==> src/rtl/fetch_if.sv <==
// Fetch-stage bus: memory fetch port, decode handshake, branch/halt control.
interface fetch_if #(
    parameter int ADDR_W  = 8,
    parameter int INSTR_W = 8
);
    logic [ADDR_W-1:0]  mem_pc;
    logic [INSTR_W-1:0] mem_instr;
    logic               branch_taken;
    logic [ADDR_W-1:0]  branch_target;
    logic               halt;
    logic               instr_valid;
    logic [INSTR_W-1:0] instr_out;
    logic [ADDR_W-1:0]  instr_pc;
    logic               instr_ready;
    logic               halted;

    // Fetch unit side
    modport master (
        output mem_pc,
        input  mem_instr,
        input  branch_taken,
        input  branch_target,
        input  halt,
        output instr_valid,
        output instr_out,
        output instr_pc,
        input  instr_ready,
        output halted
    );

    // Memory / decode / execute side
    modport slave (
        input  mem_pc,
        output mem_instr,
        output branch_taken,
        output branch_target,
        output halt,
        input  instr_valid,
        input  instr_out,
        input  instr_pc,
        output instr_ready,
        input  halted
    );
endinterface

==> src/rtl/fetch_unit.sv <==
// Instruction fetch stage: owns the PC, fetches one byte per cycle from a
// combinational memory and queues {pc, byte} pairs for decode.
module fetch_unit #(
    parameter int                ADDR_W      = 8,
    parameter int                INSTR_W     = 8,
    parameter int                QUEUE_DEPTH = 2,
    parameter logic [ADDR_W-1:0] RESET_PC    = '0
) (
    input  logic     clk,
    input  logic     reset,
    fetch_if.master  bus
);
    localparam int PTR_W = (QUEUE_DEPTH > 1) ? $clog2(QUEUE_DEPTH) : 1;
    localparam int CNT_W = PTR_W + 1;

    typedef enum logic {RUN, HALT} state_t;

    state_t              r_state;
    logic [ADDR_W-1:0]   r_fetch_pc;
    logic [CNT_W-1:0]    r_count;
    logic [PTR_W-1:0]    r_rd_ptr;
    logic [PTR_W-1:0]    r_wr_ptr;
    logic [ADDR_W-1:0]   r_q_pc    [QUEUE_DEPTH];
    logic [INSTR_W-1:0]  r_q_instr [QUEUE_DEPTH];

    logic w_pop;
    logic w_push;
    logic w_has_room;

    assign w_pop      = (r_count != '0) && bus.instr_ready;
    // A full queue can still take a byte when the head leaves this cycle.
    assign w_has_room = (r_count < CNT_W'(QUEUE_DEPTH)) || w_pop;
    assign w_push     = (r_state == RUN) && !bus.halt && !bus.branch_taken && w_has_room;

    // FSM, PC, pointers and occupancy; branch flushes everything below reset.
    always_ff @(posedge clk) begin
        if (reset) begin
            r_state    <= RUN;
            r_fetch_pc <= RESET_PC;
            r_count    <= '0;
            r_rd_ptr   <= '0;
            r_wr_ptr   <= '0;
        end else begin
            r_state <= bus.halt ? HALT : RUN;
            if (bus.branch_taken) begin
                r_fetch_pc <= bus.branch_target;
                r_count    <= '0;
                r_rd_ptr   <= '0;
                r_wr_ptr   <= '0;
            end else begin
                if (w_push) begin
                    r_fetch_pc <= r_fetch_pc + ADDR_W'(1);
                    r_wr_ptr   <= r_wr_ptr + PTR_W'(1);
                end
                if (w_pop)
                    r_rd_ptr <= r_rd_ptr + PTR_W'(1);
                case ({w_push, w_pop})
                    2'b10:   r_count <= r_count + CNT_W'(1);
                    2'b01:   r_count <= r_count - CNT_W'(1);
                    default: r_count <= r_count;
                endcase
            end
        end
    end

    // Queue storage; cleared on reset so the head reads as zero afterwards.
    always_ff @(posedge clk) begin
        if (reset) begin
            for (int i = 0; i < QUEUE_DEPTH; i++) begin
                r_q_pc[i]    <= '0;
                r_q_instr[i] <= '0;
            end
        end else if (w_push) begin
            r_q_pc[r_wr_ptr]    <= r_fetch_pc;
            r_q_instr[r_wr_ptr] <= bus.mem_instr;
        end
    end

    assign bus.mem_pc      = r_fetch_pc;
    assign bus.instr_valid = (r_count != '0);
    assign bus.instr_out   = r_q_instr[r_rd_ptr];
    assign bus.instr_pc    = r_q_pc[r_rd_ptr];
    assign bus.halted      = (r_state == HALT) && (r_count == '0);
endmodule

==> src/flat_wrapper.sv <==
// flat-port wrapper written by rule: the top's interface ports become plain ports
module fetch_unit_flat 
#(
    parameter int                ADDR_W      = 8,
    parameter int                INSTR_W     = 8,
    parameter int                QUEUE_DEPTH = 2,
    parameter logic [ADDR_W-1:0] RESET_PC    = '0
)
  (clk, reset, bus_mem_pc, bus_mem_instr, bus_branch_taken, bus_branch_target, bus_halt, bus_instr_valid, bus_instr_out, bus_instr_pc, bus_instr_ready, bus_halted);
  fetch_if #(.ADDR_W(ADDR_W), .INSTR_W(INSTR_W)) bus_i ();
  input  logic clk;
  input  logic reset;
  output wire logic [$bits(bus_i.mem_pc)-1:0] bus_mem_pc;
  input wire logic [$bits(bus_i.mem_instr)-1:0] bus_mem_instr;
  input wire logic [$bits(bus_i.branch_taken)-1:0] bus_branch_taken;
  input wire logic [$bits(bus_i.branch_target)-1:0] bus_branch_target;
  input wire logic [$bits(bus_i.halt)-1:0] bus_halt;
  output wire logic [$bits(bus_i.instr_valid)-1:0] bus_instr_valid;
  output wire logic [$bits(bus_i.instr_out)-1:0] bus_instr_out;
  output wire logic [$bits(bus_i.instr_pc)-1:0] bus_instr_pc;
  input wire logic [$bits(bus_i.instr_ready)-1:0] bus_instr_ready;
  output wire logic [$bits(bus_i.halted)-1:0] bus_halted;
  assign bus_mem_pc = bus_i.mem_pc;
  assign bus_i.mem_instr = bus_mem_instr;
  assign bus_i.branch_taken = bus_branch_taken;
  assign bus_i.branch_target = bus_branch_target;
  assign bus_i.halt = bus_halt;
  assign bus_instr_valid = bus_i.instr_valid;
  assign bus_instr_out = bus_i.instr_out;
  assign bus_instr_pc = bus_i.instr_pc;
  assign bus_i.instr_ready = bus_instr_ready;
  assign bus_halted = bus_i.halted;
  fetch_unit #(.ADDR_W(ADDR_W), .INSTR_W(INSTR_W), .QUEUE_DEPTH(QUEUE_DEPTH), .RESET_PC(RESET_PC)) u_core (.clk(clk), .reset(reset), .bus(bus_i));
endmodule
==> config.mk <==
export PLATFORM = sky130hd
export DESIGN_NAME = fetch_unit_flat
export DESIGN_NICKNAME = d
export VERILOG_FILES = /design/src/rtl/fetch_if.sv /design/src/rtl/fetch_unit.sv /design/src/flat_wrapper.sv
export SDC_FILE = /design/constraint.sdc
export NUM_CORES = 1
export LEC_CHECK = 0
export BUFFER_PORTS_ARGS = -buffer_cell sky130_fd_sc_hd__buf_4
export CAP_MARGIN = 20
export CORE_ASPECT_RATIO = 0.8
export CORE_UTILIZATION = 40
export CTS_BUF_LIST = sky130_fd_sc_hd__clkbuf_8
export DETAILED_ROUTE_END_ITERATION = 8
export PLACE_DENSITY_LB_ADDON = 0.2
export REMOVE_ABC_BUFFERS = 1
export SLEW_MARGIN = 30
export SYNTH_ARGS = -nofsm -noshare
export SYNTH_HDL_FRONTEND = slang
export SYNTH_SLANG_ARGS = --single-unit
==> constraint.sdc <==
create_clock -name clk -period 1.79 [get_ports clk]
set_input_delay 0.0895 -clock clk [delete_from_list [all_inputs] [get_ports clk]]
set_output_delay 0.0895 -clock clk [all_outputs]
set_load 0.02 [all_outputs]
# Word level (Yosys, flattened, before mapping)
# Memory sizes are Yosys's and may differ from the RTL's. A register that Yosys moved wholly into a read port is not among the register bits.
# Index checks and enable logic that the tools add are counted.
# op_classes
eq_ne,2
n_bitwise,1
n_mux,19
magnitude_cmp,1
n_div,0
shift,0
multipliers,0
addsub,5
n_reduce_logical,15
# op_table
cell,n
2-to-1 mux 8 bit,4
OR reduction 8 bit,2
2-to-1 mux 1 bit,14
"adder 8 x 1 -> 8 bit, second input constant",1
nonzero test 2 bit,3
logical AND 1 bit,5
one-hot mux 2 bit (2 select lines),1
"adder 1 bit, second input constant",2
"adder 2 x 1 -> 2 bit, second input constant",1
"equality test 2 x 1 -> 1 bit, second input constant",1
"equality test 2 bit, second input constant",1
zero test 1 bit,2
zero test 2 bit,1
"< comparator 2 bit, second input constant",1
OR reduction 2 bit,1
"subtractor 2 x 1 -> 2 bit, second input constant",1
logical OR 1 bit,1
inverter 1 bit,1
# totals
register_bits,13
n_memories,2
romBits,0
out_inout_bits,26
latchBits,0
inputBits,21
elab_cells,50
ram_bits,32
# memory_table
memory,depth,word_bits,rd,rd_ports_with_merged_regs,write_ports,line,rtl
u_core.r_q_instr,2,8,1,1,2,fetch_unit.sv:24,logic [INSTR_W-1:0] r_q_instr [QUEUE_DEPTH];
u_core.r_q_pc,2,8,1,1,2,fetch_unit.sv:23,logic [ADDR_W-1:0] r_q_pc [QUEUE_DEPTH];

# Logic depth before layout (Yosys ltp)
# Gate-level depths: netlist of run 1.
# depth
word_depth,9
ltp_mapped,10
depth_no_buf,8

# Least setup slack after synthesis of run 1
# No wires, ideal clock.
# synth_timing
kind,flip-flop to flip-flop
startpoint,reg u_core.r_count[1]
endpoint,mem u_core.r_q_instr[0][0] (enable)
slack_ps,-140
n_path_buf,1
stages_incl_launch_ff,6
setup_ps,392
arrival_ps,1537
t_required_ps,1398
synth_period_minus_slack_ps,1930
cell_sequence,dfxtp_1 nand2b_1 and2_4 buf_12 inv_6 o21bai_1
# synth_rtl
item,line,rtl
"start, declared",fetch_unit.sv:20,logic [CNT_W-1:0] r_count;
"start signal, assigned",fetch_unit.sv:58,2'b10: r_count <= r_count + CNT_W'(1);
"start signal, assigned",fetch_unit.sv:59,2'b01: r_count <= r_count - CNT_W'(1);
"start signal, assigned",fetch_unit.sv:60,default: r_count <= r_count;
"end, declared",fetch_unit.sv:24,

==> metrics.txt, run 1 <==
violated checks=design-rule violations; number of DRC markers in iteration 0=77; final WL=3970 µm; CP cell instances=nand2b_1 > and2_4 > inv_6 > nor3_4 > and2_1; reg2reg start=u_core.r_count[1]$_SDFFE_PP0P_; final worst slack=0.217 ns; number of global-route vias before repair=1389; placed wire-length estimate=2690 µm; Buf/Inv on CP=1; Compound-Gate Fraction of Synth Area=6.65%; first-pass GRT wire length=6580 µm; CP Depth=5; post-synthesis simple-gate area fraction=19.7%; Data arrival, critical path=1.73 ns; Clock Sinks=46; xor-xnor portion of the synthesized cell area=2.04%; core area=5090 µm²; worst-margin pin slew=0.563 ns; worst clock skew=0.00807 ns; Syn-to-layout area delta=22.8%; filler cell count=481; max frequency=636 MHz; Ports=47; GRT Util Overall=15.3%; reg2reg setup slack=0.22 ns; Ys Warns=0; Die Height=67.5 µm; crit-path max FO=16; worst reg2reg endpoint=u_core.r_q_instr[0][3]$_SDFFCE_PN0P_; Startpoint Class=flop; fin. max-slew vios=0; power per standard cell area=785 nW/µm²; Syn Inst Count=171; final hold viol count=0; antenna fix cells=0; CTS clk-pin slew, worst paths=0.08 ns; first-pass iteration count of the detailed router=6; Rows=23; Vias=1404; share of cells above drive strength 1=35.7%; Post-synth top flop=edfxtp_1; Hold Crit Class=in2reg; post-route cell area=2630 µm²; Req. time, crit path=1.95 ns; largest net degree at the start of global routing=20; clock root buffer master=clkbuf_8; DR WL/cell=14.0 µm; H-tree levels=2; routed vias/inst=4.96; proportion of synthesized area in mux cells=8.41%; RSZ-0062 raised after global routing=false; main combinational cell family by area after synthesis=simple AND/OR/NAND/NOR gates; Pwr Total=2.07 mW; async set-or-reset flop fraction in the synthesized netlist=0%; Post-Syn Area=2140 µm²; worst skew pair latency=0.29 ns; dpl cell area=2540 µm²; status=complete, but fails checks; CTS buffer count=5; Min Clock Period, post-route=1.57 ns; initial antenna violation count=0; nets@finish=243; CTS Buffer Depth=2; Worst Setup Path Type=reg2reg; Placed Cells=273; crit path launch=u_core.r_count[1]$_SDFFE_PP0P_; GP Congestion=0.731; Final setup viols=0; Synth cell types=40; Post-synth EDFFs=32; sequential-to-total area share from yosys stat=57.9%; CP endpoint kind=flop; syn avg cell area=12.5 µm²; Post-Synth Adder-Cell Area=1.17%; Crit-path slowest cell=nor3_4; Max-cap violations=0; Lkg Pwr=1.08 nW; slowest stage delay, CP=0.44 ns; CP Capture Point=u_core.r_q_instr[0][3]$_SDFFCE_PN0P_; DRC viols=5; Final period util=87.9%; worst slack, placed=0.164 ns; worst reg2reg path depth=5; Final Non-Filler Cells=283; Slew HR=62.3%; hold_buf cts=0; Crit path max-delay family=simple AND/OR/NAND/NOR gates; IO buf count=46; width of the die=83.8 µm; multi-input logic area=818 µm²; global route overflow=0; starting density of the core=42.1%; Routed Antenna Nets=0; Max IR drop VDD=478 µV; CTS tree=built; storage element area=1240 µm²; die area=5660 µm²; flops & latches, synth=46
[routing by layer]
| layer | vias to the layer above | share of wire, % | wire length (µm) | global-route usage, % |
|---|---|---|---|---|
| met2 | 31 | 47 | 1860 | 24.8 |
| li1 | 711 | - | - | - |
| met4 | 0 | 0.45 | 18 | 5.39 |
| met5 | - | 0 | 0 | 0 |
| met3 | 2 | 3.7 | 147 | 4.03 |
| met1 | 660 | 49 | 1940 | 20.0 |
[how the worst min path moves through the flow]
stage,startpoint,to,cells after the start
after floorplan,reset,u_core.bus.mem_pc[3]$_SDFFE_PP0P_,1
after global placement,bus_halt,u_core.r_state$_SDFF_PP0_,2
after detailed placement,bus_halt,u_core.r_state$_SDFF_PP0_,2
after CTS,bus_halt,u_core.r_state$_SDFF_PP0_,2
after global routing,bus_halt,u_core.r_state$_SDFF_PP0_,2
final,bus_halt,u_core.r_state$_SDFF_PP0_,2
[registers in the layout (all words and copies together), names as in the netlist, named ones only]
| signal | cells |
|---|---|
| u_core.r_count | 2 |
| u_core.r_state | 1 |
| u_core.r_q_instr | 16 |
| u_core.r_q_pc | 16 |
| u_core.r_wr_ptr | 1 |
| u_core.r_rd_ptr | 1 |
| u_core.bus.mem_pc | 8 |
[cell type report]
cell class	count	area share (%)
flip-flops and latches	46	47.1
multi-input cells	112	31.1
repair buffers	51	15.0
well taps	62	2.95
clock buffers	5	2.61
inverters	4	0.760
clock inverters	3	0.428
[power breakdown]
| group | switching, mW | total (mW) | leakage [nW] | internal, mW |
|---|---|---|---|---|
| clock | 0.314 | 0.575 | 0.0519 | 0.261 |
| combinational | 0.143 | 0.275 | 0.576 | 0.132 |
| sequential | 0.0325 | 1.22 | 0.450 | 1.19 |
[synth_stat cells, types with 3 or more instances]
cell type  instances  area, µm²
xnor2_1            4       35.0
inv_1              3       11.3
edfxtp_1          32        961
nor3_1             5       25.0
nor2b_1            3       18.8
and2_1            33        206
dfxtp_1           14        280
o211ai_1           3       22.5
a31oi_1            4       25.0
clkbuf_1           4       15.0
nor2_1             7       26.3
mux2_2            16        180
nand2_1            8       30.0
[cells in the final DEF (no fill, tap or decap), types with 2 or more instances in the layout]
cell type  Yosys  routed
a222oi_1       2       2
a31oi_1        4       4
o211ai_1       3       3
nand2_1        8       8
clkbuf_8       0       5
nand3_1        2       2
or3_1          2       2
nor2b_1        3       3
and2_1        33      33
xnor2_1        4       4
dfxtp_1       14      14
mux2_2        16      16
buf_4          0      50
nor2_1         7       7
o31a_1         2       2
edfxtp_1      32      32
inv_1          3       6
nand2b_1       2       2
ha_1           2       2
nor3_1         5       5
[metrics by stage]
stage               hold WS, ns  TNS, ns  utilization (%)
global route             0.0627        0             51.7
global placement          0.333        0             49.8
detailed placement        0.337        0             49.8
floorplan                 0.159    -1.63                -
finish                   0.0508        0             51.7
CTS                      0.0362        0             51.4
[cell families (layout without fill, tap and decap cells)]
family / count (synthesis) / after routing
compound gates: 19 / 19
buf+inv: 13 / 63
mux: 16 / 16
flops: 46 / 46
simple gates: 70 / 70
xor+xnor: 5 / 5
fa+ha+maj: 2 / 2
[worst reg2reg max path, cell delays in order, from the launching register on]
cell and delay, ns:
dfxtp_1 0.33, nand2b_1 0.14, and2_4 0.25, inv_6 0.08, nor3_4 0.45, and2_1 0.21
[what timing repair did]
item / CTS / global route
resized for setup: 0 / 0
setup endpoints to repair: 0 / 1
setup buffers: 0 / 2
Power figures use the tool's default switching activity.
==> inputs of run 2 (changes only) <==
--- a/config.mk
+++ b/config.mk
@@ -12,7 +12,6 @@
 export CTS_BUF_LIST = sky130_fd_sc_hd__clkbuf_8
 export DETAILED_ROUTE_END_ITERATION = 8
 export PLACE_DENSITY_LB_ADDON = 0.2
-export REMOVE_ABC_BUFFERS = 1
 export SLEW_MARGIN = 30
 export SYNTH_ARGS = -nofsm -noshare
 export SYNTH_HDL_FRONTEND = slang
==> metrics.txt, run 2 (synthesis gave the netlist of run 1 again) <==
number of global-route vias before repair=1409 (+1.4%); met1 Track Usage GR=20.2% (+0.28 points); worst slack, placed=0.176 ns (+0.0118 ns); worst clock skew=0.00806 ns (-0.0000110 ns); postcts setup bufs=0 (unchanged); commonest non-fill, non-tap cells in the layout=buf_4 (49), and2_1 (33), edfxtp_1 (32), mux2_2 (16), dfxtp_1 (14); final WL=4270 µm (+7.6%); number of DRC markers in iteration 0=72 (-6.5%); worst skew pair latency=0.29 ns (about the same); CTS buffer count=5 (unchanged); Clock Sinks=46 (unchanged); filler cell count=458 (-4.8%); reg2reg start=u_core.r_count[1]$_SDFFE_PP0P_; Min Clock Period, post-route=1.62 ns (+0.0447 ns); violated checks=design-rule violations; multi-input logic area=818 µm² (unchanged); Pwr Total=2.08 mW (+0.60%); reg2reg setup slack=0.17 ns (-0.04 ns); Hold Crit Class=in2reg; Max IR drop VDD=414 µV (-14%); final hold viol count=0 (unchanged); Rows=23 (unchanged); Worst Setup Path Type=reg2reg; clock root buffer master=clkbuf_8; GP Congestion=0.778 (+6.4%); initial antenna violation count=0 (unchanged); worst reg2reg endpoint=u_core.r_count[1]$_SDFFE_PP0P_; power per standard cell area=798 nW/µm² (+1.7%); Vias=1437 (+2.4%); die area=5660 µm² (unchanged); starting density of the core=42.1% (unchanged); width of the die=83.8 µm (unchanged); global route overflow=0 (unchanged); most common cell after layout, fill and taps aside=buf_4; max frequency=618 MHz (-2.8%); share of cells above drive strength 1=35.2% (-0.59 points); core area=5090 µm² (unchanged); routed vias/inst=5.11 (+3.1%); M3 GR Usage=3.55% (-0.49 points); final worst slack=0.172 ns (-0.0447 ns); Worst Hold End=u_core.r_state$_SDFF_PP0_; first-pass iteration count of the detailed router=6 (unchanged); DR WL/cell=15.2 µm (+8.4%); worst-margin pin slew=0.512 ns (-0.0508 ns); post-cts sizing count=0 (unchanged); GRT busiest layer=met2; Final setup viols=0 (unchanged); storage element area=1240 µm² (unchanged); Slew HR=65.7% (+3.4 points); Routed Antenna Nets=0 (unchanged); GRT Util Overall=16.0% (+0.79 points); antenna fix cells=0 (unchanged); Data arrival, critical path=1.80 ns (+0.07 ns); sum of negative setup slack=0 ns (unchanged); Final Non-Filler Cells=281 (-0.71%); Final Util=51.1% (-0.54 points); fin. max-slew vios=0 (unchanged); Syn-to-layout area delta=21.5%; Ports=47 (unchanged); hold_buf cts=0 (unchanged); Max-cap violations=0 (unchanged); dpl cell area=2520 µm² (-0.49%); placed wire-length estimate=2960 µm (+10%); synthesized net count=194; first-pass GRT wire length=6850 µm (+4.2%); worst reg2reg path depth=7 (+2); status=complete, but fails checks; IO buf count=46 (unchanged); crit-path max FO=3 (-13); Worst Hold Depth=2 (unchanged); CTS clk-pin slew, worst paths=0.08 ns (about the same); largest net degree at the start of global routing=20 (unchanged); Final period util=90.4% (+2.5 points); Lkg Pwr=1.06 nW (-1.8%); DRC viols=4 (-1); worst hold slack=0.0453 ns (-0.00544 ns); CTS Buffer Depth=2 (unchanged); Die Height=67.5 µm (unchanged); RSZ-0062 raised after global routing=false; GRT met2 Usage=26.6% (+1.8 points); CP endpoint kind=flop; Req. time, crit path=1.97 ns (+0.02 ns); H-tree levels=2 (unchanged); CTS tree=built; critical hold path startpoint=bus_halt; Startpoint Class=flop; post-route cell area=2610 µm² (-1.0%); nets@finish=241 (-0.82%); Placed Cells=273 (unchanged)
## run 2: report_power, final
group | internal (mW) | switching, mW | total, mW
registers | 1.19 | 0.0343 | 1.22
logic | 0.128 | 0.145 | 0.273
clock network | 0.261 | 0.326 | 0.586
total | 1.57 | 0.505 | 2.08
## run 2: how the worst max path moves through the flow
stage	slack, ns	endpoint	start	cells past startpoint
floorplan	0.20	u_core.r_q_instr[0][0]$_SDFFCE_PN0P_	u_core.r_count[1]$_SDFFE_PP0P_	5
global placement	0.20	u_core.r_count[1]$_SDFFE_PP0P_	u_core.r_count[0]$_SDFFE_PP0P_	6
detailed placement	0.18	u_core.r_q_instr[1][1]$_SDFFCE_PN0P_	bus_branch_taken	6
CTS	0.18	u_core.r_q_pc[1][5]$_SDFFCE_PN0P_	u_core.r_count[1]$_SDFFE_PP0P_	5
global route	0.003	u_core.r_q_instr[1][4]$_SDFFCE_PN0P_	u_core.r_count[1]$_SDFFE_PP0P_	5
finish	0.17	u_core.r_count[1]$_SDFFE_PP0P_	u_core.r_count[1]$_SDFFE_PP0P_	7
## run 2: final cells by class
| class | instances | share of cell area, % |
|---|---|---|
| inverters | 4 | 0.768 |
| clock buffers | 5 | 2.64 |
| clock inverters | 3 | 0.432 |
| multi-input cells | 112 | 31.4 |
| well taps | 62 | 2.98 |
| repair buffers | 49 | 14.1 |
| flip-flops and latches | 46 | 47.6 |
## run 2: critical path, cell delays in order, from the launching register on
cell and delay [ns]:
dfxtp_1 0.34, or2_2 0.31, and2_1 0.19, ha_1 0.20, xnor2_1 0.13, nor2_1 0.13, xnor2_1 0.15, nor3_1 0.06
## run 2: routing by layer
| metal | up-vias | wire length [µm] |
|---|---|---|
| met5 | - | 0 |
| met4 | 0 | 50 |
| li1 | 704 | - |
| met3 | 5 | 129 |
| met1 | 699 | 1940 |
| met2 | 29 | 2150 |
